$ cat config.mk
export PLATFORM = sky130hd
export DESIGN_NAME = sync_fifo_flags
export DESIGN_NICKNAME = d
export VERILOG_FILES = /design/src/rtl/sync_fifo_pkg.sv /design/src/rtl/sync_fifo_ram.sv /design/src/rtl/sync_fifo_flags.sv
export SDC_FILE = /design/constraint.sdc
export NUM_CORES = 1
export LEC_CHECK = 0
export BUFFER_PORTS_ARGS = -buffer_cell sky130_fd_sc_hd__buf_2
export CAP_MARGIN = 20
export CORE_ASPECT_RATIO = 0.9
export CORE_MARGIN = 2
export CORE_UTILIZATION = 40
export CTS_CLUSTER_SIZE = 28
export DETAILED_ROUTE_END_ITERATION = 10
export GPL_TIMING_DRIVEN = 0
export SLEW_MARGIN = 20
export SYNTH_ARGS = -nofsm -noshare
export SYNTH_HDL_FRONTEND = slang
export SYNTH_HIERARCHICAL = 1
export SYNTH_SLANG_ARGS = --single-unit
$ cat constraint.sdc
create_clock -name clk -period 2.7 [get_ports clk]
set_clock_uncertainty 0.05 [all_clocks]
set_input_delay 0.54 -clock clk [delete_from_list [all_inputs] [get_ports clk]]
set_output_delay 0.54 -clock clk [all_outputs]
set_load 0.02 [all_outputs]
$ cat src/rtl/sync_fifo_pkg.sv
// Shared definitions for the single-clock FIFO.
//   FIFO_MODE_STD  : registered read, read_valid pulses once per accepted read
//   FIFO_MODE_FWFT : head word shown combinationally, read_en pops it
//   clog2()        : ceiling log2, used for count and pointer widths
package sync_fifo_pkg;

    localparam int FIFO_MODE_STD  = 0;
    localparam int FIFO_MODE_FWFT = 1;

    // Number of bits needed to index 'value' distinct items (clog2(1) = 0).
    function automatic int clog2(input int value);
        int result;
        result = 0;
        for (int i = 0; i < 31; i++) begin
            if ((1 << i) < value) begin
                result = i + 1;
            end
        end
        return result;
    endfunction

endpackage

$ cat src/rtl/sync_fifo_ram.sv
// Storage array for sync_fifo_flags.
// One synchronous write port and one asynchronous (combinational) read port.
// WIDTH is left free so the top level can add a parity bit to each word.
// Ports:
//   clk        : write clock, rising edge
//   write_en   : store write_data at write_addr on this edge
//   write_addr : write location, always < DEPTH
//   write_data : word to store
//   read_addr  : read location, always < DEPTH
//   read_data  : mem[read_addr], combinational
module sync_fifo_ram #(
    parameter int WIDTH  = 8,
    parameter int DEPTH  = 16,
    parameter int ADDR_W = 4
) (
    input  logic              clk,
    input  logic              write_en,
    input  logic [ADDR_W-1:0] write_addr,
    input  logic [WIDTH-1:0]  write_data,
    input  logic [ADDR_W-1:0] read_addr,
    output logic [WIDTH-1:0]  read_data
);

    logic [WIDTH-1:0] mem [DEPTH];

    // Contents are not reset; they are don't-care until written.
    always_ff @(posedge clk) begin
        if (write_en) begin
            mem[write_addr] <= write_data;
        end
    end

    assign read_data = mem[read_addr];

endmodule

$ cat src/rtl/sync_fifo_flags.sv
// Single-clock FIFO with registered occupancy count and status flags.
// Any DEPTH >= 2 is supported; pointers wrap explicitly at DEPTH-1.
// Build option: define SYNC_FIFO_PARITY_EN to store an even-parity bit with
// each word and report mismatches on parity_err (otherwise parity_err = 0).
// Ports:
//   clk, reset_n      : clock (rising edge) and asynchronous active-low reset
//   flush             : synchronous clear of contents and error flags
//   write_en/_data    : push request and word
//   read_en           : pop request
//   read_data/_valid  : output word and its qualifier (mode dependent)
//   full, empty, almost_full, almost_empty, count : occupancy status
//   overflow/underflow: sticky rejected-write / rejected-read flags
//   parity_err        : parity mismatch on the word being read
module sync_fifo_flags
    import sync_fifo_pkg::*;
#(
    parameter int DATA_WIDTH    = 8,
    parameter int DEPTH         = 16,
    parameter int AFULL_THRESH  = DEPTH - 2,
    parameter int AEMPTY_THRESH = 2,
    parameter int FWFT          = FIFO_MODE_STD,
    localparam int CNT_W        = clog2(DEPTH + 1)
) (
    input  logic                  clk,
    input  logic                  reset_n,
    input  logic                  flush,
    input  logic                  write_en,
    input  logic [DATA_WIDTH-1:0] write_data,
    input  logic                  read_en,
    output logic [DATA_WIDTH-1:0] read_data,
    output logic                  read_valid,
    output logic                  full,
    output logic                  empty,
    output logic                  almost_full,
    output logic                  almost_empty,
    output logic [CNT_W-1:0]      count,
    output logic                  overflow,
    output logic                  underflow,
    output logic                  parity_err
);

    localparam int PTR_W = clog2(DEPTH);
    localparam logic [PTR_W-1:0] PTR_LAST   = PTR_W'(DEPTH - 1);
    localparam logic [CNT_W-1:0] CNT_FULL   = CNT_W'(DEPTH);
    localparam logic [CNT_W-1:0] CNT_AFULL  = CNT_W'(AFULL_THRESH);
    localparam logic [CNT_W-1:0] CNT_AEMPTY = CNT_W'(AEMPTY_THRESH);

`ifdef SYNC_FIFO_PARITY_EN
    localparam int MEM_W = DATA_WIDTH + 1;
`else
    localparam int MEM_W = DATA_WIDTH;
`endif

    logic [PTR_W-1:0] wr_ptr;
    logic [PTR_W-1:0] rd_ptr;
    logic [CNT_W-1:0] count_q;
    logic [CNT_W-1:0] count_nxt;
    logic             empty_q;
    logic             full_q;
    logic             afull_q;
    logic             aempty_q;
    logic             ovf_q;
    logic             unf_q;
    logic             wr_accept;
    logic             rd_accept;
    logic [MEM_W-1:0] ram_wdata;
    logic [MEM_W-1:0] ram_q;
    logic             ram_perr;

`ifdef SYNC_FIFO_PARITY_EN
    // Even parity: stored word including the parity bit XORs to zero.
    assign ram_wdata = {^write_data, write_data};
    assign ram_perr  = ^ram_q;
`else
    assign ram_wdata = write_data;
    assign ram_perr  = 1'b0;
`endif

    // Request qualification and next occupancy. Flush drops both requests.
    always_comb begin
        wr_accept = write_en && !full_q && !flush;
        rd_accept = read_en && !empty_q && !flush;
        count_nxt = count_q;
        if (flush) begin
            count_nxt = '0;
        end else if (wr_accept && !rd_accept) begin
            count_nxt = count_q + 1'b1;
        end else if (rd_accept && !wr_accept) begin
            count_nxt = count_q - 1'b1;
        end
    end

    // Pointers, count and flags; flags derive from count_nxt so they line
    // up with count in the same cycle.
    always_ff @(posedge clk or negedge reset_n) begin
        if (!reset_n) begin
            wr_ptr   <= '0;
            rd_ptr   <= '0;
            count_q  <= '0;
            empty_q  <= 1'b1;
            full_q   <= 1'b0;
            afull_q  <= 1'b0;
            aempty_q <= 1'b1;
            ovf_q    <= 1'b0;
            unf_q    <= 1'b0;
        end else begin
            count_q  <= count_nxt;
            empty_q  <= (count_nxt == '0);
            full_q   <= (count_nxt == CNT_FULL);
            afull_q  <= (count_nxt >= CNT_AFULL);
            aempty_q <= (count_nxt <= CNT_AEMPTY);
            if (flush) begin
                wr_ptr <= '0;
                rd_ptr <= '0;
                ovf_q  <= 1'b0;
                unf_q  <= 1'b0;
            end else begin
                if (wr_accept) begin
                    wr_ptr <= (wr_ptr == PTR_LAST) ? '0 : wr_ptr + 1'b1;
                end
                if (rd_accept) begin
                    rd_ptr <= (rd_ptr == PTR_LAST) ? '0 : rd_ptr + 1'b1;
                end
                if (write_en && full_q) begin
                    ovf_q <= 1'b1;
                end
                if (read_en && empty_q) begin
                    unf_q <= 1'b1;
                end
            end
        end
    end

    sync_fifo_ram #(
        .WIDTH  (MEM_W),
        .DEPTH  (DEPTH),
        .ADDR_W (PTR_W)
    ) u_ram (
        .clk        (clk),
        .write_en   (wr_accept),
        .write_addr (wr_ptr),
        .write_data (ram_wdata),
        .read_addr  (rd_ptr),
        .read_data  (ram_q)
    );

    generate
        if (FWFT == FIFO_MODE_FWFT) begin : g_fwft
            // Head word is always presented; read_en only pops it.
            assign read_data  = ram_q[DATA_WIDTH-1:0];
            assign read_valid = !empty_q;
            assign parity_err = !empty_q && ram_perr;
        end else begin : g_std
            logic [DATA_WIDTH-1:0] rd_data_p1;
            logic                  vld_p1;
            logic                  perr_p1;

            // Output register stage: data held between accepted reads.
            always_ff @(posedge clk or negedge reset_n) begin
                if (!reset_n) begin
                    rd_data_p1 <= '0;
                    vld_p1     <= 1'b0;
                    perr_p1    <= 1'b0;
                end else begin
                    vld_p1  <= rd_accept;
                    perr_p1 <= rd_accept && ram_perr;
                    if (rd_accept) begin
                        rd_data_p1 <= ram_q[DATA_WIDTH-1:0];
                    end
                end
            end

            assign read_data  = rd_data_p1;
            assign read_valid = vld_p1;
            assign parity_err = perr_p1;
        end
    endgenerate

    assign count        = count_q;
    assign empty        = empty_q;
    assign full         = full_q;
    assign almost_full  = afull_q;
    assign almost_empty = aempty_q;
    assign overflow     = ovf_q;
    assign underflow    = unf_q;

endmodule
* After elaboration in Yosys (flattened, before gate mapping)
Memories as Yosys holds them, arrays and structs flattened. A register that Yosys moved wholly into a read port is not among the register bits.
Index checks and enable logic that the tools add are counted.
** Word-level totals
- Bits in read-only memories :: 0
- Latch bits :: 0
- Memories kept :: 1
- Bits in writable memories :: 128
- Register bits :: 20
- Input bits :: 13
- Word-level logic and storage cells :: 54
** Memory list
- u_ram.mem :: depth 16, width 8, read ports 1, clocked after Yosys merged registers in 1, wr ports 1, line sync_fifo_ram.sv:24 : logic [WIDTH-1:0] mem [DEPTH];
** Operators by class
- $add $sub $neg :: 4
- Bitwise logic cells :: 0
- Order comparisons :: 2
- Mux-type cells :: 15
- Equality and inequality tests :: 3
- Reductions and logical operators :: 19
- Multiply operators :: 0
- Shift operators :: 0
- Div/mod/pow operators :: 0
** Operators by type and width (number)
- 4-bit two-way mux :: 6
- 5-bit two-way mux :: 3
- 4-bit by 1-bit adder with 4-bit output (second input constant) :: 2
- 4-bit == test (second input constant) :: 2
- 1-bit logical AND :: 8
- 2-bit nonzero test :: 4
- 1-bit zero test :: 6
- 1-bit two-way mux :: 6
- 5-bit by 1-bit adder with 5-bit output (second input constant) :: 1
- 5-bit == test (second input constant) :: 1
- 5-bit by 4-bit greater-or-equal comparator with 1-bit output (second input constant) :: 1
- 5-bit by 2-bit <= comparator with 1-bit output (second input constant) :: 1
- 5-bit zero test :: 1
- 5-bit by 1-bit subtractor with 5-bit output (second input constant) :: 1

* Longest topological paths before layout
- Depth in word-level cells :: 9
- Mapped depth :: 6

* Cells and area by module
The synthesis kept the hierarchy.
** By module, submodules not included
- sync_fifo_ram :: instances 1, cells each 221, area each 4987.3 um^2
- sync_fifo_flags :: instances 1, cells each 133, area each 1421.4 um^2

* Worst setup path before layout
No wires, ideal clock.
- Path kind :: in2reg
- Start point :: input flush
- End point :: memory u_ram.mem[0][0], enable pin
- Required time :: 2.267 ns
- Path slack :: 0.068 ns
- Library setup time :: 0.383 ns
- Stages :: 5
- Path buffers :: 2
- Data arrival time :: 2.198 ns
- Cells stage by stage :: buf_2 > clkbuf_1 > nor2_1 > or3b_2 > nor3_1
** On the way
- Cells in the longest elaborated chain, start to end :: 4
** RTL lines
- start: declaration :: line sync_fifo_flags.sv:26 : input logic flush,
- 1-bit zero test :: line sync_fifo_flags.sv:81 : wr_accept = write_en && !full_q && !flush;
- 1-bit logical AND :: line sync_fifo_flags.sv:81
- net wr_accept :: line sync_fifo_flags.sv:64 : logic wr_accept;
- 1-bit two-way mux :: line sync_fifo_ram.sv:28 : if (write_en) begin
- 1-bit two-way mux (not written as such) :: line sync_fifo_ram.sv:29 : mem[write_addr] <= write_data;
- end: declaration :: line sync_fifo_ram.sv:24
The timed path passes the listed nets, and every way through them passes these cells.

* Worst setup path after layout
- Start point :: input flush
- End point :: memory u_ram.mem[2][3], enable pin
The elaborated chain is that of the path after synthesis.

==> impl_results.html <==
<table>
<tr><th>Metric</th><th>Value</th></tr>
<tr><th colspan="2">Job</th></tr>
<tr><td>Total of max-cap violations</td><td>0</td></tr>
<tr><th colspan="2">Yosys</th></tr>
<tr><td>Most frequent cell after synthesis</td><td>sky130_fd_sc_hd__edfxtp_1</td></tr>
<tr><td>Synthesis Warnings</td><td>6</td></tr>
<tr><td>Flops &amp; latches, synth</td><td>156</td></tr>
<tr><td>Synth Area in XOR/XNOR</td><td>0.547%</td></tr>
<tr><td>Top post-synthesis cells by area</td><td>sky130_fd_sc_hd__edfxtp_1 60%, sky130_fd_sc_hd__dfrtp_1 10%, sky130_fd_sc_hd__mux4_2 6.3%</td></tr>
<tr><td>Async set-reset flop share out of synthesis</td><td>17.9%</td></tr>
<tr><td>Mapped Nets</td><td>371</td></tr>
<tr><td>Post-Syn Instances</td><td>354</td></tr>
<tr><td>Share of synthesized area spent on multiplexers</td><td>13.9%</td></tr>
<tr><td>Synth Area in Compound Gates</td><td>4.76%</td></tr>
<tr><td>Avg Cell Area, Syn</td><td>18.1 µm²</td></tr>
<tr><td>Post-synthesis instance area</td><td>0.00641 mm²</td></tr>
<tr><td>Number of enable flip-flop cells after synthesis</td><td>128</td></tr>
<tr><td>Top post-synthesis cells by count</td><td>128 x sky130_fd_sc_hd__edfxtp_1, 27 x sky130_fd_sc_hd__nor2_1, 26 x sky130_fd_sc_hd__dfrtp_1, 20 x sky130_fd_sc_hd__nand2_1, 18 x sky130_fd_sc_hd__mux4_2</td></tr>
<tr><td>Fraction of the yosys area taken by sequential cells</td><td>70.9%</td></tr>
<tr><td>Fraction of the mapped netlist area in simple logic gates</td><td>6.70%</td></tr>
<tr><td>Cell taking the most area after synthesis</td><td>sky130_fd_sc_hd__edfxtp_1</td></tr>
<tr><td>Cell variety after synth</td><td>48</td></tr>
<tr><td>Share of the synthesized area in the top cell type</td><td>60.0%</td></tr>
<tr><td>Adder-cell share of the synthesized area</td><td>0.781%</td></tr>
<tr><td>Combinational family with the most area after synthesis</td><td>multiplexers</td></tr>
<tr><td>Post-synth top flop</td><td>sky130_fd_sc_hd__edfxtp_1</td></tr>
<tr><th colspan="2">Detailed routing</th></tr>
<tr><td>Sum of routed wire length over all layers</td><td>12.6 mm</td></tr>
<tr><td>Drt first-iter violations</td><td>253</td></tr>
<tr><td>Ratio of routed vias to standard cells</td><td>5.29</td></tr>
<tr><td>Total iterations of the first detailed-routing run</td><td>4</td></tr>
<tr><td>DR DRC count</td><td>0</td></tr>
<tr><td>Wire length per cell after detailed routing</td><td>20.4 µm</td></tr>
<tr><td>Total via count in the routed design</td><td>3,277</td></tr>
<tr><td>Final ANT Viol Nets</td><td>0</td></tr>
<tr><th colspan="2">Worst setup path</th></tr>
<tr><td>Setup crit end kind</td><td>flip-flop</td></tr>
<tr><td>Crit start category</td><td>primary input</td></tr>
<tr><td>Maximum fanout along the worst path</td><td>10</td></tr>
<tr><td>Timing startpoint of the critical path</td><td>flush</td></tr>
<tr><td>Startpoint-to-endpoint class of the critical path</td><td>primary input to flip-flop</td></tr>
<tr><td>Req. time, crit path</td><td>2.71 ns</td></tr>
<tr><td>Arrival time at the worst endpoint</td><td>2.46 ns</td></tr>
<tr><td>Number of cells on the worst reg-to-reg path</td><td>6</td></tr>
<tr><td>Crit Reg-Reg Startpoint</td><td>rd_ptr[0]</td></tr>
<tr><th colspan="2">Timing</th></tr>
<tr><td>Number of slew-limit violations in the final report</td><td>0</td></tr>
<tr><td>Final Hold Violating Endpoints</td><td>0</td></tr>
<tr><td>Post-route fraction of the period consumed by the critical path</td><td>90.9%</td></tr>
<tr><td>Pin slew with the least headroom to its limit</td><td>0.828 ns</td></tr>
<tr><td>Period minus WS final</td><td>2.46 ns</td></tr>
<tr><td>Unrepaired setup endpoints after global routing</td><td>no</td></tr>
<tr><td>Worst slew margin relative to its limit</td><td>44.6%</td></tr>
<tr><td>Fmax</td><td>0.407 GHz</td></tr>
<tr><td>Post-route setup TNS</td><td>0 ns</td></tr>
<tr><td>Final setup violating endpoints</td><td>0</td></tr>
<tr><th colspan="2">Global route</th></tr>
<tr><td>Maximum number of pins on one net before global-route repair</td><td>29</td></tr>
<tr><td>Number of global-route vias before repair</td><td>3,337</td></tr>
<tr><td>Antenna violations before repair</td><td>0</td></tr>
<tr><td>Total Routing Usage GR</td><td>16.4%</td></tr>
<tr><td>Global-route congestion overflow total</td><td>0</td></tr>
<tr><td>Global-route wire length before repair</td><td>19.4 mm</td></tr>
<tr><th colspan="2">Placed design</th></tr>
<tr><td>Instance area after placement</td><td>0.00684 mm²</td></tr>
<tr><td>Weighted congestion at the end of routability-driven global placement</td><td>0.810</td></tr>
<tr><td>Detailed Place HPWL</td><td>8.40 mm</td></tr>
<tr><td>Count of buffers inserted at the top-level ports</td><td>32</td></tr>
<tr><th colspan="2">Hold path</th></tr>
<tr><td>Class of the most critical hold timing path</td><td>primary input to async pin</td></tr>
<tr><th colspan="2">Floorplanning</th></tr>
<tr><td>Row count</td><td>43</td></tr>
<tr><td>Die outline width</td><td>137 µm</td></tr>
<tr><td>Effective utilization at floorplan</td><td>41.2%</td></tr>
<tr><td>Number of placed I/O pins</td><td>34</td></tr>
<tr><td>Placeable core region</td><td>0.0155 mm²</td></tr>
<tr><td>Area of the die</td><td>0.0171 mm²</td></tr>
<tr><td>Floorplan die height</td><td>124 µm</td></tr>
<tr><th colspan="2">Finish</th></tr>
<tr><td>Area added between synthesis and finish</td><td>16.8%</td></tr>
<tr><td>Storage element area</td><td>0.00455 mm²</td></tr>
<tr><td>Number of antenna repair diodes</td><td>0</td></tr>
<tr><td>Filler cells</td><td>1,299</td></tr>
<tr><td>Post-route design area</td><td>0.00748 mm²</td></tr>
<tr><td>Multi-input logic area</td><td>0.00175 mm²</td></tr>
<tr><td>Count of nets after finishing</td><td>422</td></tr>
<tr><td>Share of cells above drive strength 1</td><td>30.0%</td></tr>
<tr><th colspan="2">Clock network</th></tr>
<tr><td>TritonCTS Buffers</td><td>17</td></tr>
<tr><td>Number of post-CTS setup repair buffers</td><td>0</td></tr>
<tr><td>Maximum count of clock buffers along a single path</td><td>2</td></tr>
<tr><td>Count of instances resized after the clock tree is built</td><td>0</td></tr>
<tr><td>Hold buffers post-CTS</td><td>0</td></tr>
<tr><td>Clock insertion delay at the later pin of the skew report</td><td>0.42 ns</td></tr>
<tr><td>Root Buffer Master</td><td>sky130_fd_sc_hd__clkbuf_16</td></tr>
<tr><td>Clock net sink count</td><td>156</td></tr>
<tr><td>Clock tree from TritonCTS</td><td>done</td></tr>
<tr><td># H-tree levels</td><td>4</td></tr>
<tr><td>Clock slew at the register clock pins of the worst setup and hold paths</td><td>0.06 ns</td></tr>
<tr><th colspan="2">Outcome</th></tr>
<tr><td>Outcome</td><td>complete, no violations</td></tr>
<tr><th colspan="2">Power and ir drop</th></tr>
<tr><td>Power per standard cell area</td><td>865 mW/mm²</td></tr>
<tr><td>Leakage power total</td><td>0.00259 µW</td></tr>
<tr><td>Worst ir drop on vdd</td><td>0.538 mV</td></tr>
</table>
-- metrics by stage --
| stage | instances | hold WS (ns) | util (%) | power (µW) | setup slack, ns |
|---|---|---|---|---|---|
| final | 619 | 0.0883 | 48.1 | 6470 | 0.245 |
| after global routing | 619 | 0.126 | 48.1 | 6760 | 0.101 |
| after CTS | 619 | 0.0952 | 48.0 | 6540 | 0.00546 |
| after detailed placement | 588 | 0.450 | 44.0 | 4020 | -0.415 |
| after global placement | 588 | 0.428 | 43.9 | 4000 | -0.780 |
| after floorplan | 354 | 0.194 | - | 3660 | 0.0685 |
-- power breakdown --
part / total [µW] / internal (µW) / leakage [µW] / switching (µW)
logic: 1100 / 481 / 0.000766 / 618
clock network: 2510 / 1620 / 0.000305 / 889
registers: 2860 / 2750 / 0.00151 / 112
-- routing by layer --
layer	GRT usage, %	up-vias	wire [µm]
li1	-	1522	-
met1	23.6	1670	5880
met2	23.8	73	5760
met3	4.64	12	857
met4	6.44	0	114
met5	0	-	0
-- area by class of cell --
cell class | count | area share [%]
inverters | 3 | 0.151
clock inverters | 14 | 2.69
clock buffers | 17 | 5.69
plain buffers | 17 | 1.79
multi-input cells | 178 | 23.4
flip-flops and latches | 156 | 60.8
well taps | 202 | 3.38
repair buffers | 32 | 2.14
-- critical path, cell delays in order --
cell	delay [ns]
sky130_fd_sc_hd__buf_2	0.11
sky130_fd_sc_hd__buf_2	0.18
sky130_fd_sc_hd__clkbuf_1	0.27
sky130_fd_sc_hd__nor2_1	0.31
sky130_fd_sc_hd__or3b_2	0.57
sky130_fd_sc_hd__nor2_2	0.46
-- registers in the layout (all words and copies together), names as in the netlist --
| signal | cells |
|---|---|
| u_ram/mem | 128 |
| read_data | 8 |
| count | 5 |
| rd_ptr | 4 |
| wr_ptr | 4 |
| almost_empty | 1 |
| almost_full | 1 |
| empty | 1 |
| full | 1 |
| overflow | 1 |
| read_valid | 1 |
| underflow | 1 |
-- path summary, 6_finish.rpt --
path                                   end  slack [ns]
setup / recovery           u_ram/mem[2][3]        0.24
hold / removal                   underflow        0.09
setup reg to reg              read_data[2]        0.28
hold reg to reg               read_data[2]        0.45
max in group asynchronous         count[3]        2.10
min in group clk                  overflow        0.35
-- logic make-up after synthesis --
kind of cell,count (synthesis)
and+or+nand+nor,85
buffers and inverters,20
other,1
adders and majority gates,4
xor gates and xnor gates,4
muxes,42
AOI/OAI and AO/OA,42
DFF,156
-- placed cells by master, fill, tap and decap left out, drive strengths merged, types with 8 or more instances in the layout --
cell type	synthesis	final
nor2	30	30
nor3	8	8
mux2	10	10
a22oi	17	17
clkinv	0	8
clkbuf	1	18
dfrtp	26	26
mux4	32	32
edfxtp	128	128
a21oi	11	11
nand2	20	20
buf	13	45
(Power assumes the default switching activity.)
